[config.mk]
export PLATFORM = sky130hd
export DESIGN_NAME = nonce_scheduler_flat
export DESIGN_NICKNAME = d
export VERILOG_FILES = /design/src/rtl/mining_pkg.sv /design/src/rtl/nonce_scheduler_if.sv /design/src/rtl/hash_target_compare.sv /design/src/rtl/nonce_scheduler.sv /design/src/flat_wrapper.sv
export SDC_FILE = /design/constraint.sdc
export NUM_CORES = 2
export LEC_CHECK = 0
export ABC_AREA = 1
export CORE_AREA = 3 3 262 264
export CTS_BUF_LIST = sky130_fd_sc_hd__clkbuf_4
export CTS_CLUSTER_SIZE = 10
export DETAILED_ROUTE_END_ITERATION = 10
export DIE_AREA = 0 0 265 267
export PLACE_DENSITY = 0.84
export SYNTH_ARGS = -nofsm -noshare
export SYNTH_HDL_FRONTEND = slang
export SYNTH_SLANG_ARGS = --single-unit
[constraint.sdc]
create_clock -name clk -period 37.2 [get_ports clk]
set_input_delay 7.44 -clock clk [delete_from_list [all_inputs] [get_ports clk]]
set_output_delay 7.44 -clock clk [all_outputs]
set_load 0.1 [all_outputs]
[src/rtl/mining_pkg.sv]
// rtl/mining_pkg.sv - shared types and default sizes for the nonce scheduler slice
package mining_pkg;

  localparam int NONCE_W_DEF     = 32;
  localparam int HASH_W_DEF      = 256;
  localparam int TIMEOUT_CYC_DEF = 512;

  typedef enum logic [2:0] {
    SCHED_IDLE    = 3'd0,
    SCHED_START   = 3'd1,
    SCHED_WAIT    = 3'd2,
    SCHED_CHECK   = 3'd3,
    SCHED_FOUND   = 3'd4,
    SCHED_EXHAUST = 3'd5,
    SCHED_QUIT    = 3'd6
  } sched_state_t;

endpackage

[src/rtl/nonce_scheduler_if.sv]
// rtl/nonce_scheduler_if.sv - job/host and hashing-module signals of the nonce scheduler
interface nonce_scheduler_if #(
  parameter int NONCE_W = mining_pkg::NONCE_W_DEF,
  parameter int HASH_W  = mining_pkg::HASH_W_DEF
);

  logic               job_valid;
  logic               job_ready;
  logic [NONCE_W-1:0] nonce_start;
  logic [NONCE_W-1:0] nonce_end;
  logic [HASH_W-1:0]  target;
  logic               abort;
  logic               hash_done;
  logic [HASH_W-1:0]  hash_out;
  logic               begin_hash;
  logic               quit_hash;
  logic [NONCE_W-1:0] nonce;
  logic               busy;
  logic               found;
  logic [NONCE_W-1:0] found_nonce;
  logic               exhausted;
  logic               timeout_err;
  logic [NONCE_W-1:0] attempts;

  // slave is the scheduler; master is whoever plays host plus hashing module
  modport slave (
    input  job_valid, nonce_start, nonce_end, target, abort, hash_done, hash_out,
    output job_ready, begin_hash, quit_hash, nonce, busy, found, found_nonce,
           exhausted, timeout_err, attempts
  );

  modport master (
    output job_valid, nonce_start, nonce_end, target, abort, hash_done, hash_out,
    input  job_ready, begin_hash, quit_hash, nonce, busy, found, found_nonce,
           exhausted, timeout_err, attempts
  );

endinterface

[src/rtl/hash_target_compare.sv]
// rtl/hash_target_compare.sv - unsigned digest < target comparator
module hash_target_compare #(
  parameter int HASH_W = 256
) (
  input  logic [HASH_W-1:0] digest,
  input  logic [HASH_W-1:0] target,
  output logic              lt
);

  assign lt = (digest < target);

endmodule

[src/rtl/nonce_scheduler.sv]
// rtl/nonce_scheduler.sv - walks a nonce range through the hashing module for one job
module nonce_scheduler
  import mining_pkg::*;
#(
  parameter int NONCE_W     = NONCE_W_DEF,
  parameter int HASH_W      = HASH_W_DEF,
  parameter int TIMEOUT_CYC = TIMEOUT_CYC_DEF
) (
  input logic              clk,
  input logic              rst,
  nonce_scheduler_if.slave bus
);

  localparam logic [2:0] ST_IDLE    = SCHED_IDLE;
  localparam logic [2:0] ST_START   = SCHED_START;
  localparam logic [2:0] ST_WAIT    = SCHED_WAIT;
  localparam logic [2:0] ST_CHECK   = SCHED_CHECK;
  localparam logic [2:0] ST_FOUND   = SCHED_FOUND;
  localparam logic [2:0] ST_EXHAUST = SCHED_EXHAUST;
  localparam logic [2:0] ST_QUIT    = SCHED_QUIT;

  localparam int               CNT_W    = (TIMEOUT_CYC > 2) ? $clog2(TIMEOUT_CYC) : 1;
  localparam logic [CNT_W-1:0] CNT_LAST = CNT_W'(TIMEOUT_CYC - 1);

  logic [2:0]         state;
  logic [NONCE_W-1:0] nonce_q;
  logic [NONCE_W-1:0] nonce_end_q;
  logic [HASH_W-1:0]  target_q;
  logic [HASH_W-1:0]  digest_q;
  logic [NONCE_W-1:0] found_nonce_q;
  logic [NONCE_W-1:0] attempts_q;
  logic               timeout_q;
  logic [CNT_W-1:0]   wait_cnt;
  logic               hit;

  hash_target_compare #(.HASH_W(HASH_W)) u_cmp (
    .digest (digest_q),
    .target (target_q),
    .lt     (hit)
  );

  always_ff @(posedge clk or posedge rst) begin
    if (rst) begin
      state         <= ST_IDLE;
      nonce_q       <= '0;
      nonce_end_q   <= '0;
      target_q      <= '0;
      digest_q      <= '0;
      found_nonce_q <= '0;
      attempts_q    <= '0;
      timeout_q     <= 1'b0;
      wait_cnt      <= '0;
    end else begin
      case (state)
        ST_IDLE: begin
          if (bus.job_valid) begin
            nonce_q       <= bus.nonce_start;
            nonce_end_q   <= bus.nonce_end;
            target_q      <= bus.target;
            attempts_q    <= '0;
            found_nonce_q <= '0;
            timeout_q     <= 1'b0;
            state         <= ST_START;
          end
        end
        ST_START: begin
          wait_cnt <= '0;
          state    <= bus.abort ? ST_QUIT : ST_WAIT;
        end
        ST_WAIT: begin
          // abort outranks a same-cycle result, which is then simply dropped
          if (bus.abort) begin
            state <= ST_QUIT;
          end else if (bus.hash_done) begin
            digest_q <= bus.hash_out;
            state    <= ST_CHECK;
          end else if (wait_cnt == CNT_LAST) begin
            timeout_q <= 1'b1;
            state     <= ST_QUIT;
          end else begin
            wait_cnt <= wait_cnt + CNT_W'(1);
          end
        end
        ST_CHECK: begin
          if (bus.abort) begin
            state <= ST_QUIT;
          end else begin
            if (attempts_q != '1) attempts_q <= attempts_q + NONCE_W'(1);
            if (hit) begin
              found_nonce_q <= nonce_q;
              state         <= ST_FOUND;
            end else if (nonce_q == nonce_end_q) begin
              state <= ST_EXHAUST;
            end else begin
              nonce_q <= nonce_q + NONCE_W'(1);
              state   <= ST_START;
            end
          end
        end
        ST_FOUND, ST_EXHAUST, ST_QUIT: state <= ST_IDLE;
        default:                       state <= ST_IDLE;
      endcase
    end
  end

  assign bus.job_ready   = (state == ST_IDLE);
  assign bus.busy        = (state != ST_IDLE);
  assign bus.begin_hash  = (state == ST_START);
  assign bus.quit_hash   = (state == ST_QUIT);
  assign bus.found       = (state == ST_FOUND);
  assign bus.exhausted   = (state == ST_EXHAUST);
  assign bus.nonce       = nonce_q;
  assign bus.found_nonce = found_nonce_q;
  assign bus.attempts    = attempts_q;
  assign bus.timeout_err = timeout_q;

endmodule

[src/flat_wrapper.sv]
// flat-port wrapper written by rule: the top's interface ports become plain ports
module nonce_scheduler_flat import mining_pkg::*;
#(
  parameter int NONCE_W     = NONCE_W_DEF,
  parameter int HASH_W      = HASH_W_DEF,
  parameter int TIMEOUT_CYC = TIMEOUT_CYC_DEF
)
  (clk, rst, bus_job_valid, bus_nonce_start, bus_nonce_end, bus_target, bus_abort, bus_hash_done, bus_hash_out, bus_job_ready, bus_begin_hash, bus_quit_hash, bus_nonce, bus_busy, bus_found, bus_found_nonce, bus_exhausted, bus_timeout_err, bus_attempts);
  nonce_scheduler_if #(.NONCE_W(NONCE_W), .HASH_W(HASH_W)) bus_i ();
  input logic clk;
  input logic rst;
  input wire logic [$bits(bus_i.job_valid)-1:0] bus_job_valid;
  input wire logic [$bits(bus_i.nonce_start)-1:0] bus_nonce_start;
  input wire logic [$bits(bus_i.nonce_end)-1:0] bus_nonce_end;
  input wire logic [$bits(bus_i.target)-1:0] bus_target;
  input wire logic [$bits(bus_i.abort)-1:0] bus_abort;
  input wire logic [$bits(bus_i.hash_done)-1:0] bus_hash_done;
  input wire logic [$bits(bus_i.hash_out)-1:0] bus_hash_out;
  output wire logic [$bits(bus_i.job_ready)-1:0] bus_job_ready;
  output wire logic [$bits(bus_i.begin_hash)-1:0] bus_begin_hash;
  output wire logic [$bits(bus_i.quit_hash)-1:0] bus_quit_hash;
  output wire logic [$bits(bus_i.nonce)-1:0] bus_nonce;
  output wire logic [$bits(bus_i.busy)-1:0] bus_busy;
  output wire logic [$bits(bus_i.found)-1:0] bus_found;
  output wire logic [$bits(bus_i.found_nonce)-1:0] bus_found_nonce;
  output wire logic [$bits(bus_i.exhausted)-1:0] bus_exhausted;
  output wire logic [$bits(bus_i.timeout_err)-1:0] bus_timeout_err;
  output wire logic [$bits(bus_i.attempts)-1:0] bus_attempts;
  assign bus_i.job_valid = bus_job_valid;
  assign bus_i.nonce_start = bus_nonce_start;
  assign bus_i.nonce_end = bus_nonce_end;
  assign bus_i.target = bus_target;
  assign bus_i.abort = bus_abort;
  assign bus_i.hash_done = bus_hash_done;
  assign bus_i.hash_out = bus_hash_out;
  assign bus_job_ready = bus_i.job_ready;
  assign bus_begin_hash = bus_i.begin_hash;
  assign bus_quit_hash = bus_i.quit_hash;
  assign bus_nonce = bus_i.nonce;
  assign bus_busy = bus_i.busy;
  assign bus_found = bus_i.found;
  assign bus_found_nonce = bus_i.found_nonce;
  assign bus_exhausted = bus_i.exhausted;
  assign bus_timeout_err = bus_i.timeout_err;
  assign bus_attempts = bus_i.attempts;
  nonce_scheduler #(.NONCE_W(NONCE_W), .HASH_W(HASH_W), .TIMEOUT_CYC(TIMEOUT_CYC)) u_core (.clk(clk), .rst(rst), .bus(bus_i));
endmodule
==> metrics.csv <==
metric,value,unit
outcome,"finished, final reports clean",
CTS tree,built,
Leak,19.9,nW
Critical Path RT,29.76,ns
initial antenna violation count,22,
Placer Congestion,0.918,
slowest library cell on the worst path,clkdlybuf4s50_1,
clk sinks,653,
Tot Pwr,3.38,mW
GRT overflow,0,
PostCTS Resize Cnt,0,
GRT Util Overall,26.9,%
final setup vio count,0,
Seq cells post-synth,653,
Post-route DRC,0,
power density cells,79.7,mW/mm^2
Crit path max-delay family,buffers and inverters,
Port Buf Inserts,683,
Site Rows,95,
Worst VDD drop,0.0000450,V
most area-hungry cell type in the Yosys netlist,dfrtp_1,
fin crit period,10.69,ns
Synth Flop Type,dfrtp_1,
most area-consuming cells after synthesis,"dfrtp_1 (50%), ha_1 (10%), nand2_1 (9.0%)",
post-synthesis cell type count,45,
P&R area growth vs syn,30.5,%
period utilization,28.7,%
first-pass GRT wire length,149000,um
syn_area_per_cell,9.37,um^2
Worst setup SP type,flip-flop,
Post-CTS Hold Fix Bufs,0,
DRT Pass-1 Iters,6,
"Core Util, Final",63.5,%
Yosys top cell area share,50.3,%
vias per std cell,5.28,
Clock transition at path regs,0.07,ns
Avg WL per Cell,18.4,um
Netlist Area Pre-Place,0.0325,mm^2
setup TNS,0,ns
Clock Tree Buf Depth,3,
CTS root buf,clkbuf_4,
peak per-stage delay on the critical path,1.24,ns
Worst Max-Slew Pin Slew,1.15,ns
crit-path cells,"inv_1, nor3_1, clkdlybuf4s50_1",
DP Cell Count,4925,
# Max-Cap Violations,0,
CP Capture Type,output pin,
WP buf/inv,2,
class of the worst hold path,flip-flop to flip-flop,
register area share after synthesis,50.3,%
most frequent cell after synthesis,nand2_1,
final hold vios,0,
Mapped Nets,4310,
core area,0.0668,mm^2
hold slack,0.480,ns
Die H,267,um
H-tree level count,4,
"Slew Viols, Final",0,
"top cells by count, synth","nand2_1 (776), dfrtp_1 (653), inv_1 (425)",
crit path kind,flip-flop to output pin,
Yosys Warn Count,0,
Worst-Skew Late Latency,0.99,ns
Final Skew,0.0956,ns
Worst EP arrival,3.25,ns
routed vias,27634,
RSZ-0062 raised after global routing,false,
vias in the first global route,28104,
CTS Buf Count,171,
number of DRC violations after detailed-routing iteration 0,2137,
IO Count,684,
fraction of registers with async set/reset,100,%
Crit Path Max Fanout,5,
number of synthesized flops with an enable pin,0,
HPWL Detailed,71500,um
Mapped Cells,3470,
Setup Buffers After CTS,0,
Max Clk Rate,0.0936,GHz
Initial Util,48.7,%
Routed Antenna Nets,0,
WL final,96000,um
final-stage net count,5065,
Slew HR,23.6,%
die area,0.0708,mm^2
share of cells above drive strength 1,13.5,%
Non-Filler Instances,5229,
largest net degree at the start of global routing,233,
Die X-Extent,265,um
-- logic make-up (layout without fill, tap and decap cells) --
group / after synthesis / count (layout) / synth area share [%]
muxes: 256 / 256 / 8.86
and+or+nand+nor: 1158 / 1158 / 14.9
other: 0 / 14 / 0
DFF: 653 / 653 / 50.3
adders and majority gates: 259 / 259 / 9.97
AOI/OAI and AO/OA: 581 / 581 / 9.37
xor gates and xnor gates: 6 / 6 / 0.162
buffers and inverters: 557 / 1429 / 6.47
-- cell type report --
type | instances | area (um^2)
antenna | 14 | 35.0
clock buffer | 262 | 1970
clock inverter | 28 | 265
fill | 5172 | 24400
inverter | 434 | 1640
multi-input combinational | 2260 | 14100
sequential | 653 | 16300
tap | 873 | 1090
timing repair buffer | 705 | 7030
-- metrics by stage --
step | cell area [um^2] | setup slack [ns]
3_3_place_gp | 40200 | 25.87
4_1_cts | 42400 | 26.40
6_report | 42400 | 26.51
3_5_place_dp | 40200 | 25.73
5_1_grt | 42400 | 26.33
2_1_floorplan | 32500 | 11.46
-- flip-flops by register name, summed over array words and instances, names as in the netlist --
signal,cells
u_core.bus.attempts,32
u_core.bus.found_nonce,32
u_core.bus.nonce,32
u_core.bus.timeout_err,1
u_core.digest_q,256
u_core.nonce_end_q,32
u_core.state,3
u_core.target_q,256
u_core.wait_cnt,9
-- tightest hold or removal path, delay by kind of cell (launching register included) --
family           cells  cell delay (ns)
AND/OR/NAND/NOR      2             0.10
flip-flops           1             0.35
-- path summary, 6_finish.rpt --
path,startpoint,endpoint,slack [ns],cells past startpoint
max,u_core.state[2]$_DFFE_PP0P_,bus_exhausted,26.51,3
min,u_core.bus.found_nonce[15]$_DFFE_PP0P_,u_core.bus.found_nonce[15]$_DFFE_PP0P_,0.48,2
max reg2reg,u_core.digest_q[177]$_DFFE_PP0P_,u_core.bus.found_nonce[22]$_DFFE_PP0P_,32.39,16
min reg2reg,u_core.bus.found_nonce[15]$_DFFE_PP0P_,u_core.bus.found_nonce[15]$_DFFE_PP0P_,0.48,2
max in group asynchronous,rst,u_core.target_q[110]$_DFFE_PP0P_,27.19,5
min in group asynchronous,rst,u_core.digest_q[191]$_DFFE_PP0P_,7.00,2
-- placed cells by master, fill, tap and decap left out, types with 7 or more instances in the layout --
| cell type | n |
|---|---|
| nand2_1 | 775 |
| diode_2 | 14 |
| clkbuf_4 | 262 |
| mux2_2 | 255 |
| nor3_2 | 7 |
| nor2_1 | 113 |
| inv_2 | 9 |
| o211ai_1 | 21 |
| nor3_1 | 46 |
| o21ai_0 | 379 |
| buf_4 | 20 |
| a21oi_1 | 149 |
| dfrtp_1 | 653 |
| nor4_1 | 18 |
| ha_1 | 259 |
| clkinv_1 | 11 |
| nand3_1 | 123 |
| inv_1 | 424 |
| nand4_1 | 59 |
| clkdlybuf4s50_1 | 683 |
-- routing by layer --
metal / up-vias / routed length [um] / track usage [%]
met2: 1099 / 46200 / 44.6
met1: 13134 / 37100 / 32.0
met3: 272 / 8190 / 8.16
li1: 13115 / - / -
met5: - / 82 / 0
met4: 14 / 4320 / 13.0
-- power by group --
part	leakage (nW)	internal [mW]	total [mW]	switching, mW
Clock	1.32	0.348	0.649	0.302
Combinational	10.4	0.584	1.53	0.943
Sequential	8.10	1.03	1.21	0.179
(Power assumes the default switching activity.)
